## src/rtl/sevenseg_pkg.sv

```systemverilog
// Seven-segment constants shared by the display encoder and the capture path.
// Cathode patterns are active-low, bit0 = segment a ... bit6 = segment g.
package sevenseg_pkg;

  localparam logic [6:0] SEG_0     = 7'h40;
  localparam logic [6:0] SEG_1     = 7'h79;
  localparam logic [6:0] SEG_2     = 7'h24;
  localparam logic [6:0] SEG_3     = 7'h30;
  localparam logic [6:0] SEG_4     = 7'h19;
  localparam logic [6:0] SEG_5     = 7'h12;
  localparam logic [6:0] SEG_6     = 7'h02;
  localparam logic [6:0] SEG_7     = 7'h78;
  localparam logic [6:0] SEG_8     = 7'h00;
  localparam logic [6:0] SEG_9     = 7'h10;
  localparam logic [6:0] SEG_BLANK = 7'h7F;

  localparam logic [3:0] NIB_BLANK = 4'hF;
  localparam logic [3:0] NIB_ERR   = 4'hE;

  typedef enum logic {
    ST_WAIT_STABLE = 1'b0,
    ST_CAPTURED    = 1'b1
  } cap_state_e;

endpackage

```

## src/rtl/sevenseg_decode.sv

```systemverilog
// Combinational cathode-pattern to BCD lookup; zero latency, no flow control.
// Unknown patterns give NIB_ERR with valid low.
module sevenseg_decode
  import sevenseg_pkg::*;
(
  input  logic [6:0] pattern,
  output logic [3:0] nibble,
  output logic       valid
);

  always_comb begin
    nibble = NIB_ERR;
    valid  = 1'b1;
    case (pattern)
      SEG_0:     nibble = 4'd0;
      SEG_1:     nibble = 4'd1;
      SEG_2:     nibble = 4'd2;
      SEG_3:     nibble = 4'd3;
      SEG_4:     nibble = 4'd4;
      SEG_5:     nibble = 4'd5;
      SEG_6:     nibble = 4'd6;
      SEG_7:     nibble = 4'd7;
      SEG_8:     nibble = 4'd8;
      SEG_9:     nibble = 4'd9;
      SEG_BLANK: nibble = NIB_BLANK;
      default:   valid  = 1'b0;
    endcase
  end

endmodule

```

## src/rtl/sevenseg_capture.sv

```systemverilog
// Rebuilds four-digit frames from the multiplexed display bus; results one cycle after the sample, no backpressure.
// SEVENSEG_CAPTURE_TIMEOUT_EN adds the frame timeout counter driving stale.
module sevenseg_capture
  import sevenseg_pkg::*;
#(
  parameter int SETTLE_CYCLES  = 4,
  parameter int TIMEOUT_CYCLES = 50000
) (
  input  logic       clk,
  input  logic       reset,
  input  logic [6:0] cathodes,
  input  logic [7:0] anodes,
  output logic [3:0] digit0,
  output logic [3:0] digit1,
  output logic [3:0] digit2,
  output logic [3:0] digit3,
  output logic       frame_valid,
  output logic       seg_err,
  output logic       anode_err,
  output logic       stale
);

  localparam int CNT_W = (SETTLE_CYCLES > 1) ? $clog2(SETTLE_CYCLES) : 1;
  localparam logic [CNT_W-1:0] SETTLE_MAX = CNT_W'(SETTLE_CYCLES - 1);

  if (SETTLE_CYCLES < 1 || TIMEOUT_CYCLES < 1) begin : g_bad_params
    $error("sevenseg_capture: SETTLE_CYCLES and TIMEOUT_CYCLES must be >= 1");
  end

  cap_state_e       state_q, state_d;
  logic [7:0]       anodes_q, anodes_d;
  logic [CNT_W-1:0] settle_q, settle_d;
  logic [3:0]       seen_q, seen_d;
  logic [3:0][3:0]  shadow_q, shadow_d;
  logic [3:0][3:0]  digits_q, digits_d;
  logic             frame_valid_q, frame_valid_d;
  logic             seg_err_q, seg_err_d;
  logic             anode_err_q, anode_err_d;

  logic [3:0] dec_nib;
  logic       dec_vld;
  logic       anodes_changed;
  logic       anode_legal;
  logic [3:0] digit_sel;

  sevenseg_decode u_decode (
    .pattern (cathodes),
    .nibble  (dec_nib),
    .valid   (dec_vld)
  );

  always_comb begin
    anodes_d       = anodes;
    anodes_changed = (anodes != anodes_q);
    digit_sel      = ~anodes[3:0];
    anode_legal    = (anodes[7:4] == 4'hF) &&
                     (anodes[3:0] inside {4'hE, 4'hD, 4'hB, 4'h7});

    // Counter saturates so a long dwell in CAPTURED cannot wrap into a second sample.
    if (anodes_changed) begin
      settle_d = '0;
    end else if (settle_q == SETTLE_MAX) begin
      settle_d = settle_q;
    end else begin
      settle_d = settle_q + CNT_W'(1);
    end

    state_d       = state_q;
    seen_d        = seen_q;
    shadow_d      = shadow_q;
    digits_d      = digits_q;
    frame_valid_d = 1'b0;
    seg_err_d     = 1'b0;
    anode_err_d   = 1'b0;

    case (state_q)
      ST_WAIT_STABLE: begin
        if (!anodes_changed && settle_q == SETTLE_MAX) begin
          state_d = ST_CAPTURED;
          if (!anode_legal) begin
            anode_err_d = 1'b1;
          end else begin
            seg_err_d = !dec_vld;
            for (int i = 0; i < 4; i++) begin
              if (digit_sel[i]) begin
                shadow_d[i] = dec_nib;
              end
            end
            seen_d = seen_q | digit_sel;
            if (seen_d == 4'hF) begin
              digits_d      = shadow_d;
              frame_valid_d = 1'b1;
              seen_d        = '0;
            end
          end
        end
      end
      ST_CAPTURED: begin
        if (anodes_changed) begin
          state_d = ST_WAIT_STABLE;
        end
      end
      default: state_d = ST_WAIT_STABLE;
    endcase
  end

  always_ff @(posedge clk or negedge reset) begin
    if (!reset) begin
      state_q       <= ST_WAIT_STABLE;
      anodes_q      <= 8'hFF;
      settle_q      <= '0;
      seen_q        <= '0;
      shadow_q      <= {4{NIB_BLANK}};
      digits_q      <= {4{NIB_BLANK}};
      frame_valid_q <= 1'b0;
      seg_err_q     <= 1'b0;
      anode_err_q   <= 1'b0;
    end else begin
      state_q       <= state_d;
      anodes_q      <= anodes_d;
      settle_q      <= settle_d;
      seen_q        <= seen_d;
      shadow_q      <= shadow_d;
      digits_q      <= digits_d;
      frame_valid_q <= frame_valid_d;
      seg_err_q     <= seg_err_d;
      anode_err_q   <= anode_err_d;
    end
  end

  assign digit0      = digits_q[0];
  assign digit1      = digits_q[1];
  assign digit2      = digits_q[2];
  assign digit3      = digits_q[3];
  assign frame_valid = frame_valid_q;
  assign seg_err     = seg_err_q;
  assign anode_err   = anode_err_q;

`ifdef SEVENSEG_CAPTURE_TIMEOUT_EN
  localparam int TO_W = (TIMEOUT_CYCLES > 1) ? $clog2(TIMEOUT_CYCLES) : 1;
  localparam logic [TO_W-1:0] TO_MAX = TO_W'(TIMEOUT_CYCLES - 1);

  logic [TO_W-1:0] to_cnt_q, to_cnt_d;
  logic            stale_q, stale_d;

  // stale is sticky from reset until the next frame, independent of counter value.
  always_comb begin
    to_cnt_d = to_cnt_q;
    stale_d  = stale_q;
    if (frame_valid_d) begin
      to_cnt_d = '0;
      stale_d  = 1'b0;
    end else if (to_cnt_q == TO_MAX) begin
      stale_d = 1'b1;
    end else begin
      to_cnt_d = to_cnt_q + TO_W'(1);
    end
  end

  always_ff @(posedge clk or negedge reset) begin
    if (!reset) begin
      to_cnt_q <= '0;
      stale_q  <= 1'b1;
    end else begin
      to_cnt_q <= to_cnt_d;
      stale_q  <= stale_d;
    end
  end

  assign stale = stale_q;
`else
  assign stale = 1'b0;
`endif

endmodule

```

## config.mk

```make
export PLATFORM = sky130hd
export DESIGN_NAME = sevenseg_capture
export DESIGN_NICKNAME = d
export VERILOG_FILES = /design/src/rtl/sevenseg_pkg.sv /design/src/rtl/sevenseg_decode.sv /design/src/rtl/sevenseg_capture.sv
export SDC_FILE = /design/constraint.sdc
export NUM_CORES = 1
export LEC_CHECK = 0
export CORE_UTILIZATION = 49
export DETAILED_ROUTE_END_ITERATION = 7
export PLACE_DENSITY = 0.79
export SYNTH_ARGS = -nofsm -noshare
export SYNTH_HDL_FRONTEND = slang
export SYNTH_SLANG_ARGS = --single-unit
```

## constraint.sdc

```tcl
create_clock -name clk -period 2.05 [get_ports clk]
set_clock_uncertainty 0.1 [all_clocks]
set_input_delay 0.3075 -clock clk [delete_from_list [all_inputs] [get_ports clk]]
set_output_delay 0.3075 -clock clk [all_outputs]
set_load 0.01 [all_outputs]
```

==> results.txt <==
Post-synth top cells: dfstp_2, nor2_1, nand2_1
Worst-path clk slew: 90 ps
count leader, synth: dfstp_2
maximum VDD drop: 0.0005486 V
post-synthesis sequential area ratio: 51.51%
GPL Wtd Cong: 0.7940
# diodes: 0
Worst-Margin Slew: 513.3 ps
Core Region: 4848 sq um
TritonCTS Buffers: 5
first-pass GRT wire length: 8983 um
GRT Total Usage: 22.28%
Post-synth EDFFs: 0
Rows: 25
Starting Density: 52.10%
Worst path slowest cell: or4_4
Yosys top cell by area: dfstp_2
Critical Path End Type: flip-flop
DR WL/cell: 15.71 um
Synth top area share: 41.60%
final setup fails: 27
total power: 2.052 mW
Routed WL: 5829 um
Nets: 321
relative slew slack: 65.63%
Worst path max stage delay: 570 ps
# IOs: 37
largest net degree at the start of global routing: 31
Compound-Gate Fraction of Synth Area: 6.885%
RSZ-0062 raised after global routing: yes
Post-Synthesis Cells: 226
static leakage: 1.544 nW
Tcrit/Tclk final: 105.2%
Syn. warnings: 0
WP data required: 2170 ps
mux contribution to synthesized area: 12.68%
post-synthesis cell type count: 41
share of layout cells above drive strength 1: 45.39%
pwr dens: 572.5 nW/um^2
synth top area cells: dfstp_2, dfrtp_1, mux2_2
Mapped Area: 2526 sq um
post-layout minimum cycle time: 2158 ps
FF+latch count, synth: 50
status: finished, violations left
Data arrival, critical path: 2280 ps
First-pass DRT Iterations: 4
pre-CTS setup slack: -644.6 ps
Post-Synth Adder-Cell Area: 0.4953%
Slew Viols, Final: 0
Final Hold Viols: 0
number of vias per cell: 5.302
simple-gate area share of the yosys netlist: 19.86%
ordered cell list for the critical path: clkdlybuf4s50_1 > xor2_1 > nor4_2 > nand2_1 > or4_4 > buf_12 > nand2_2 > o211ai_1
failing checks: setup timing
TritonCTS clock tree: built
Worst Hold Class: in -> reg
ys async rst share: 100.0%
startpoint types: input port
H-tree levels: 2
Worst Path Max Fanout: 20
Mapped Nets: 244
clock tree buffer depth: 2
predominant post-synthesis flop cell: dfstp_2
post-layout util: 73.94%
GRT overflow: 0
Vias: 1967
clock sink count: 50
max cap viols: 0
Root Driver: clkbuf_8
Post-Synth XOR/XNOR Area: 4.160%
Worst-Skew Late Latency: 300 ps
initial antenna violation count: 0
# port buffers: 35
die area: 5446 sq um
CP Class: in -> reg
fmax: 0.4635 GHz
hpwl dp: 3961 um
Detail Route Antenna Nets: 0
largest family of logic cells by synthesized area: simple AND/OR/NAND/NOR gates
mean area per synthesized cell: 11.18 sq um
vias in the first global route: 1856
Remaining DRCs: 0
Area Overhead vs Synth: 41.90%
setup ws final: -107.6 ps
starting DRC count in detailed routing: 79
die width: 73.80 um
Die Y: 73.80 um
## layer usage
metal  share of wire [%]  routed length [um]  vias to the layer above  global-route usage, %
li1                    -                   -                      940                      -
met1                  46                2663                      982                  28.36
met2                  50                2918                       35                  38.33
met3                 2.5                 144                       10                  3.704
met4                 1.8                 103                        0                  7.479
met5                   0                   0                        -                      0
## worst max-delay path: cells and delay by family
kind            cells  cell delay [ps]
simple gates        4             1090
buf+inv             2              610
xor+xnor            1              160
compound gates      1              100
## worst paths after layout
| kind | from | end | slack [ps] | cells after the start |
|---|---|---|---|---|
| min in group asynchronous | reset | anode_err | 390 | 2 |
| worst min register to register | digit0[0] | digit0[0] | 360 | 2 |
| worst max-delay path | anodes[7] | digit1[2] | -110 | 8 |
| worst min-delay path | anodes[4] | anodes_q[4] | 290 | 2 |
| max in group asynchronous | reset | shadow_q[15] | 860 | 3 |
| worst max register to register | anodes_q[7] | digit1[2] | -100 | 7 |
## cell families (layout without fill, tap and decap cells)
kind of cell | after synthesis | in the layout
xor gates and xnor gates | 12 | 12
muxes | 30 | 30
other | 1 | 1
adders and majority gates | 1 | 1
buffers and inverters | 19 | 97
DFF | 50 | 50
AOI/OAI and AO/OA | 28 | 28
and+or+nand+nor | 85 | 85
## state kept, by name, summed over array words and instances, names as in the netlist, 2 cells and up
register and count:
digit0 4, digit3 4, shadow_q 16, seen_q 4, digit2 4, digit1 4, anodes_q 8, settle_q 2
## report_power, final
part	leakage, nW	total [mW]	internal [mW]	switching [mW]
combinational	0.919	0.207	0.0998	0.107
clock	0.0714	0.838	0.520	0.318
sequential	0.554	1.01	1.00	0.00345
## through the flow
stage | cells | TNS (ps) | hold slack, ps | cell area, sq um
floorplan | 226 | -78.14 | -88.09 | 2529
global placement | 356 | -17120 | 181.2 | 3214
detailed placement | 356 | -19330 | 190.1 | 3214
CTS | 368 | -1981 | 290.6 | 3455
global route | 371 | -3600 | 297.8 | 3585
finish | 371 | -1597 | 293.1 | 3585
## cell usage in the layout (no fill, tap or decap), types with 2 or more instances in the layout
master            n
or4_4             2
nand4b_1          2
dlygate4sd2_1     5
nor4_4            5
dfrtp_1          10
dlymetal6s2s_1    2
nand2_2           2
o21ai_1           6
clkbuf_8          6
dfstp_2          40
nand2b_1          6
clkdlybuf4s50_1  27
mux2_4           16
nand3_1           5
a21oi_1           3
bufinv_16         2
a21oi_2           3
buf_6             5
nand4_1           5
o21ai_0           5
or3_1             5
o22ai_1           2
xor2_1           11
buf_4            41
nand2_1          18
mux2i_1          14
nor2_1           21
buf_12            3
nor2_2            3
o211ai_1          4
inv_1             2
## area by class of cell
cell class,instances,area [sq um]
flip-flops and latches,50,1301
clock buffers,6,82.58
well taps,67,83.83
clock inverters,2,60.06
repair buffers,86,793.3
fillers,342,1264
inverters,3,11.26
multi-input cells,157,1252
## what timing repair did
item                                   in CTS  in global routing
gates resized for setup                    25                 33
endpoints found under the hold margin       5                  0
setup buffers                               3                  3
setup endpoints to repair                  38                 36
cloned                                      0                  0
pin swaps                                   7                  6
hold buffers                                1                  0
(Power assumes the default switching activity.)
